==> src/rtl/if_stage.sv <==
// Instruction fetch stage: owns the fetch PC, drives sync BIOS/IMEM reads,
// and pairs each returning word with its PC for decode.
module if_stage #(
    parameter logic [31:0] RESET_PC = 32'h4000_0000,
    parameter int          BIOS_AW  = 12,
    parameter int          IMEM_AW  = 14
) (
    input  logic               clk,
    input  logic               rst_n,
    input  logic               stall,
    input  logic               redirect_valid,
    input  logic [31:0]        redirect_pc,
    output logic [BIOS_AW-1:0] bios_addr,
    output logic [IMEM_AW-1:0] imem_addr,
    input  logic [31:0]        bios_dout,
    input  logic [31:0]        imem_dout,
    output logic [31:0]        if_pc,
    output logic [31:0]        if_inst,
    output logic               if_valid,
    output logic [31:0]        fetch_count
);

    localparam logic [31:0] NOP = 32'h0000_0013;

    logic [31:0] f_pc;
    logic [31:0] n_pc;
    logic        f_valid;
    logic        unused_low;

    // Stall re-presents the same address so the sync memory output holds.
    always_comb begin
        if (!rst_n)
            n_pc = RESET_PC;
        else if (redirect_valid)
            n_pc = {redirect_pc[31:2], 2'b00};
        else if (!f_valid || stall)
            n_pc = f_pc;
        else
            n_pc = f_pc + 32'd4;
    end

    assign unused_low = ^redirect_pc[1:0];

    assign bios_addr = n_pc[BIOS_AW+1:2];
    assign imem_addr = n_pc[IMEM_AW+1:2];

    assign if_pc    = f_pc;
    assign if_valid = f_valid & ~redirect_valid;
    assign if_inst  = !if_valid ? NOP
                    : (f_pc[30] ? bios_dout : imem_dout);

    always_ff @(posedge clk) begin
        if (!rst_n) begin
            f_pc        <= RESET_PC;
            f_valid     <= 1'b0;
            fetch_count <= 32'd0;
        end else begin
            f_pc    <= n_pc;
            f_valid <= 1'b1;
            if (if_valid && !stall)
                fetch_count <= fetch_count + 32'd1;
        end
    end

endmodule
==> config.mk <==
export PLATFORM = sky130hd
export DESIGN_NAME = if_stage
export DESIGN_NICKNAME = d
export VERILOG_FILES = /design/src/rtl/if_stage.sv
export SDC_FILE = /design/constraint.sdc
export NUM_CORES = 1
export LEC_CHECK = 0
export CAP_MARGIN = 5
export CELL_PAD_IN_SITES_DETAIL_PLACEMENT = 1
export CELL_PAD_IN_SITES_GLOBAL_PLACEMENT = 2
export CORE_UTILIZATION = 22
export CTS_BUF_LIST = sky130_fd_sc_hd__clkbuf_8
export CTS_CLUSTER_DIAMETER = 150
export DETAILED_ROUTE_END_ITERATION = 12
export PLACE_DENSITY_LB_ADDON = 0.1
export REMOVE_ABC_BUFFERS = 1
export SKIP_CTS_REPAIR_TIMING = 1
export SLEW_MARGIN = 20
export SYNTH_ARGS = -nofsm -noshare
export SYNTH_HDL_FRONTEND = slang
export SYNTH_SLANG_ARGS = --single-unit
==> constraint.sdc <==
create_clock -name clk -period 4.4 [get_ports clk]
set_input_delay 0.44 -clock clk [delete_from_list [all_inputs] [get_ports clk]]
set_output_delay 0.44 -clock clk [all_outputs]
set_load 0.01 [all_outputs]
==> Yosys cells after proc, flatten, opt, wreduce, memory -nomap -nowiden <==
Cells that the tools add are included.
{ "classes": {"n_bitwise": 3, "n_mux": 6, "n_reduce_logical": 5, "add_sub_neg": 2, "n_eq_ne": 1} }
{ "ops": {"columns": ["cell", "count"], "rows": [
  ["$mux 32", 4],
  ["$add 32x1->32 const B", 1],
  ["$add 32x3->32 const B", 1],
  ["$mux 16", 1],
  ["$logic_not 1->1", 2],
  ["$ne 2x2->1 const B", 1],
  ["$not 1->1", 2],
  ["$reduce_or 2->1", 1],
  ["$and 1x1->1", 1],
  ["$logic_and 1x1->1", 1],
  ["$logic_or 1x1->1", 1],
  ["$mux 1", 1]
]} }
{ "word_totals": {"ff_bits": 65, "word_cells": 22} }

==> Logic depth before layout (Yosys ltp) <==
{ "depth": {"depth_word": 5, "depth_mapped": 7} }

==> Worst setup path after synthesis <==
No wires, ideal clock.
{ "synth_path": {"path_kind": "input port to output port", "startpoint": "input port stall", "endpoint": "output port imem_addr[11]", "arrival_ps": 2115, "path_stages": 6, "slack_ps": 1845, "path_cell_list": "nand3b_4 or4_4 buf_6 or3_1 a31oi_1 buf_4"} }
{ "synth_between": {"elab_chain_len": 4} }
{ "synth_rtl": {"columns": ["element", "line", "text"], "rows": [
  ["start, declared", "10", "input logic stall,"],
  ["$logic_or 1x1->1", "36", "else if (!f_valid || stall)"],
  ["$mux 32", "36", null],
  ["$mux 32", "34", "else if (redirect_valid)"],
  ["$mux 16", "32", "if (!rst_n)"],
  ["end, declared", "14", "output logic [IMEM_AW-1:0] imem_addr,"]
]} }
No other way between the ends. The select of a mux whose other input is x is not followed.

==> Final worst setup path <==
{ "layout_path": {"startpoint": "input port stall", "endpoint": "output port bios_addr[11]"} }
{ "layout_between": {"elab_chain_len": 4} }
{ "layout_rtl": {"columns": ["element", "line", "text"], "rows": [
  ["$logic_or 1x1->1", "36", null],
  ["$mux 32", "36", null],
  ["$mux 32", "34", null],
  ["$mux 16", "32", null],
  ["end, declared", "13", "output logic [BIOS_AW-1:0] bios_addr,"]
]} }
No other way between the ends. The select of a mux whose other input is x is not followed.

==> run_results.csv <==
group,metric,value,unit
clock_tree,cts_sinks,63,
setup_path,reg2reg_depth,6,
clock_tree,clk_pin_slew_worst_paths,80,ps
die,fp-row-count,48,
timing,finClkSkew,13.3,ps
grt,grt_use_total,17.4,%
timing,setup_viol,0,
drt,route.detailed.drc,0,
clock_tree,cts_made_buffers,9,
drt,drtAntennaViolNets,0,
grt,grt-ovfl-total,0,
timing,relSlewSlack,42.6,%
setup_path,cp_max_fo,20,
layout,nNetsFinal,802,
die,die_x,137,µm
layout,layout-drive-gt1-share,3.97,%
setup_path,end_kind,"output port",
placement,port_buffers,218,
timing,min_period_over_period,81.5,%
setup_path,cpMostUsedCell,"clkdlybuf4s50_1",
synthesis,synth-seq-cells,63,
grt,grt_pass1_vias,4675,
setup_path,start_kind,"primary input",
drt,drtPass1Iterations,4,
setup_path,timing.rr.start,"if_pc[2]",
placement,place_congestion,0.757,
synthesis,yosysTopAreaCellShare,31.5,%
die,start_util,22.8,%
synthesis,seq_area_frac_synth,31.5,%
setup_path,reg2reg_to,"if_pc[24]",
synthesis,synth_area_leaders,"dfxtp_1 31%, mux2i_1 12%, nor2_1 4.3%",
synthesis,yosys_warnings,0,
synthesis,syn_area_per_cell,7.84,µm²
drt,met3_wirelength,1.27,mm
layout,final_cells,930,
layout,multi_input_area,0.00245,mm²
setup_path,rrSetupSlack,1990,ps
clock_tree,max-clock-path-buffers,2,
timing,drv_slew,0,
setup_path,cp_cell_sequence,"clkdlybuf4s50_1, nand3b_4, or4_4, or3_1, a31oi_1, clkdlybuf4s50_1",
drt,num_vias,4590,
layout,ff_latch_area,0.00126,mm²
grt,antenna_found_initial,0,
power,ir_worst_vdd,0.000103,V
min_path,holdCritStartpoint,"fetch_count[31]",
synthesis,synth_cell_types,44,
setup_path,arrival,3140,ps
run,maxCapViolations,0,
drt,drt-wirelength-per-cell,17.6,µm
timing,min_period,3580,ps
layout,fillers,2041,
drt,wl_met1,7.10,mm
drt,finalWirelength,16.4,mm
min_path,hold_class,"flip-flop to flip-flop",
min_path,holdPathStages,2,
grt,grt_max_degree,52,
setup_path,slowest_delay,700,ps
power,leakagePower,2.26,nW
synthesis,synth_area,0.00401,mm²
grt,grt_pass1_wl,25.0,mm
die,dieArea,0.0187,mm²
power,finalPower,1.42,mW
timing,hold_violations,0,
die,dieHeight,137,µm
drt,vias_per_cell,4.94,
timing,rsz0062_at_grt,"no",
placement,hpwl,12.3,mm
min_path,hold_end,"fetch_count[31]",
clock_tree,clk_root_buffer_cell,"clkbuf_8",
die,io_pins,223,
timing,worstMarginPinSlew,859,ps
power,power_density,221,mW/mm²
drt,top_layer,"met4",
synthesis,synth_edf_count,0,
setup_path,required,3960,ps
clock_tree,cts_max_level,3,
timing,fmax,0.279,GHz
setup_path,crit_path_top_delay_cell,"or4_4",
synthesis,synth-async-reset-ratio,0,%
synthesis,ys.flop_type,"dfxtp_1",
drt,drtIter0Drc,169,
synthesis,synth_top_area_cell,"dfxtp_1",
status,outcome,"finished, final reports clean",
layout,antenna_cells,0,
layout,final_util,36.8,%
layout,area_delta_synth_final,61.0,%
placement,dp.cells,914,
synthesis,syn-instance-count,511,
setup_path,critPathKind,"primary input to output port",
clock_tree,clk_latency,350,ps
timing,tns,0,ps
die,core_area,0.0175,mm²
timing,whs,484,ps
drt,met2_length,7.75,mm
clock_tree,cts_tree,"done",
area by class of cell:
type                    instances  area share (%)
multi-input cells             387            38.1
clock buffers                   9            1.92
flip-flops and latches         63            19.6
well taps                     225            4.37
repair buffers                227            34.8
inverters                      12           0.699
clock inverters                 7           0.524
kinds of logic (layout without fill, tap and decap cells):
logic type / Yosys count / count (layout) / synth area share [%]
other cells: 1 / 2 / 0.0936
buf+inv: 62 / 255 / 7.34
flops: 63 / 63 / 31.5
fa+ha+maj: 2 / 2 / 0.625
xor+xnor: 16 / 16 / 3.50
mux: 47 / 47 / 11.7
simple gates: 215 / 215 / 29.2
compound gates: 105 / 105 / 16.0
worst max-delay path, delay by kind of cell:
family	cells	cell delay, ps
AO/OA/AOI/OAI	1	240
buffers and inverters	2	1110
AND/OR/NAND/NOR	3	1350
through the flow:
step | setup slack (ps) | instance area [µm²]
after global placement | 886 | 6290
after detailed placement | 856 | 6290
after global routing | 730 | 6450
after floorplan | 1430 | 3760
after CTS | 835 | 6440
final | 816 | 6450
flip-flops by register name, indices dropped and copies added (netlist names):
name,cells
fetch_count,32
if_pc,30
f_valid,1
layer usage:
metal  vias to the layer above  track usage [%]
met5                         -                0
li1                       2254                -
met4                         0             5.07
met1                      2193             21.1
met3                        14             6.81
met2                       129             28.3
power breakdown:
group / internal, mW / switching [mW]
Sequential: 0.591 / 0.0439
Combinational: 0.213 / 0.137
Clock: 0.195 / 0.244
Total: 0.999 / 0.425
synth_stat cells, drive strengths merged, types with 2 or more instances:
master,count
buf,17
and2,3
o21a,2
xor2,4
nor3,8
nand3b,2
nor4,18
xnor2,12
a21oi,22
a311oi,5
or3,10
inv,12
nand2,42
nand2b,13
a211oi,5
and3,5
clkbuf,33
nand3,20
mux2i,47
a21o,2
a31oi,16
ha,2
and4,9
nand4,12
dfxtp,63
o21ai,34
nor2,46
nor3b,5
or4,18
o31ai,16
how the worst max path moves through the flow:
stage,start,endpoint
after floorplan,redirect_valid,if_inst[0]
after global placement,stall,bios_addr[11]
after detailed placement,stall,imem_addr[13]
after CTS,stall,bios_addr[11]
after global routing,stall,imem_addr[12]
final,stall,bios_addr[11]
placed cells by master, fill, tap and decap left out, drive strengths merged, types with 9 or more instances in the layout:
| master | n |
|---|---|
| o31ai | 16 |
| nor4 | 18 |
| a31oi | 16 |
| clkdlybuf4s50 | 217 |
| a21oi | 22 |
| xnor2 | 12 |
| inv | 14 |
| and4 | 9 |
| clkbuf | 9 |
| nand2 | 42 |
| mux2i | 47 |
| nor2 | 46 |
| or3 | 10 |
| or4 | 18 |
| nand2b | 13 |
| o21ai | 34 |
| nand3 | 20 |
| buf | 10 |
| dfxtp | 63 |
| nand4 | 12 |
Note: power is estimated with default switching activity, not from simulation.
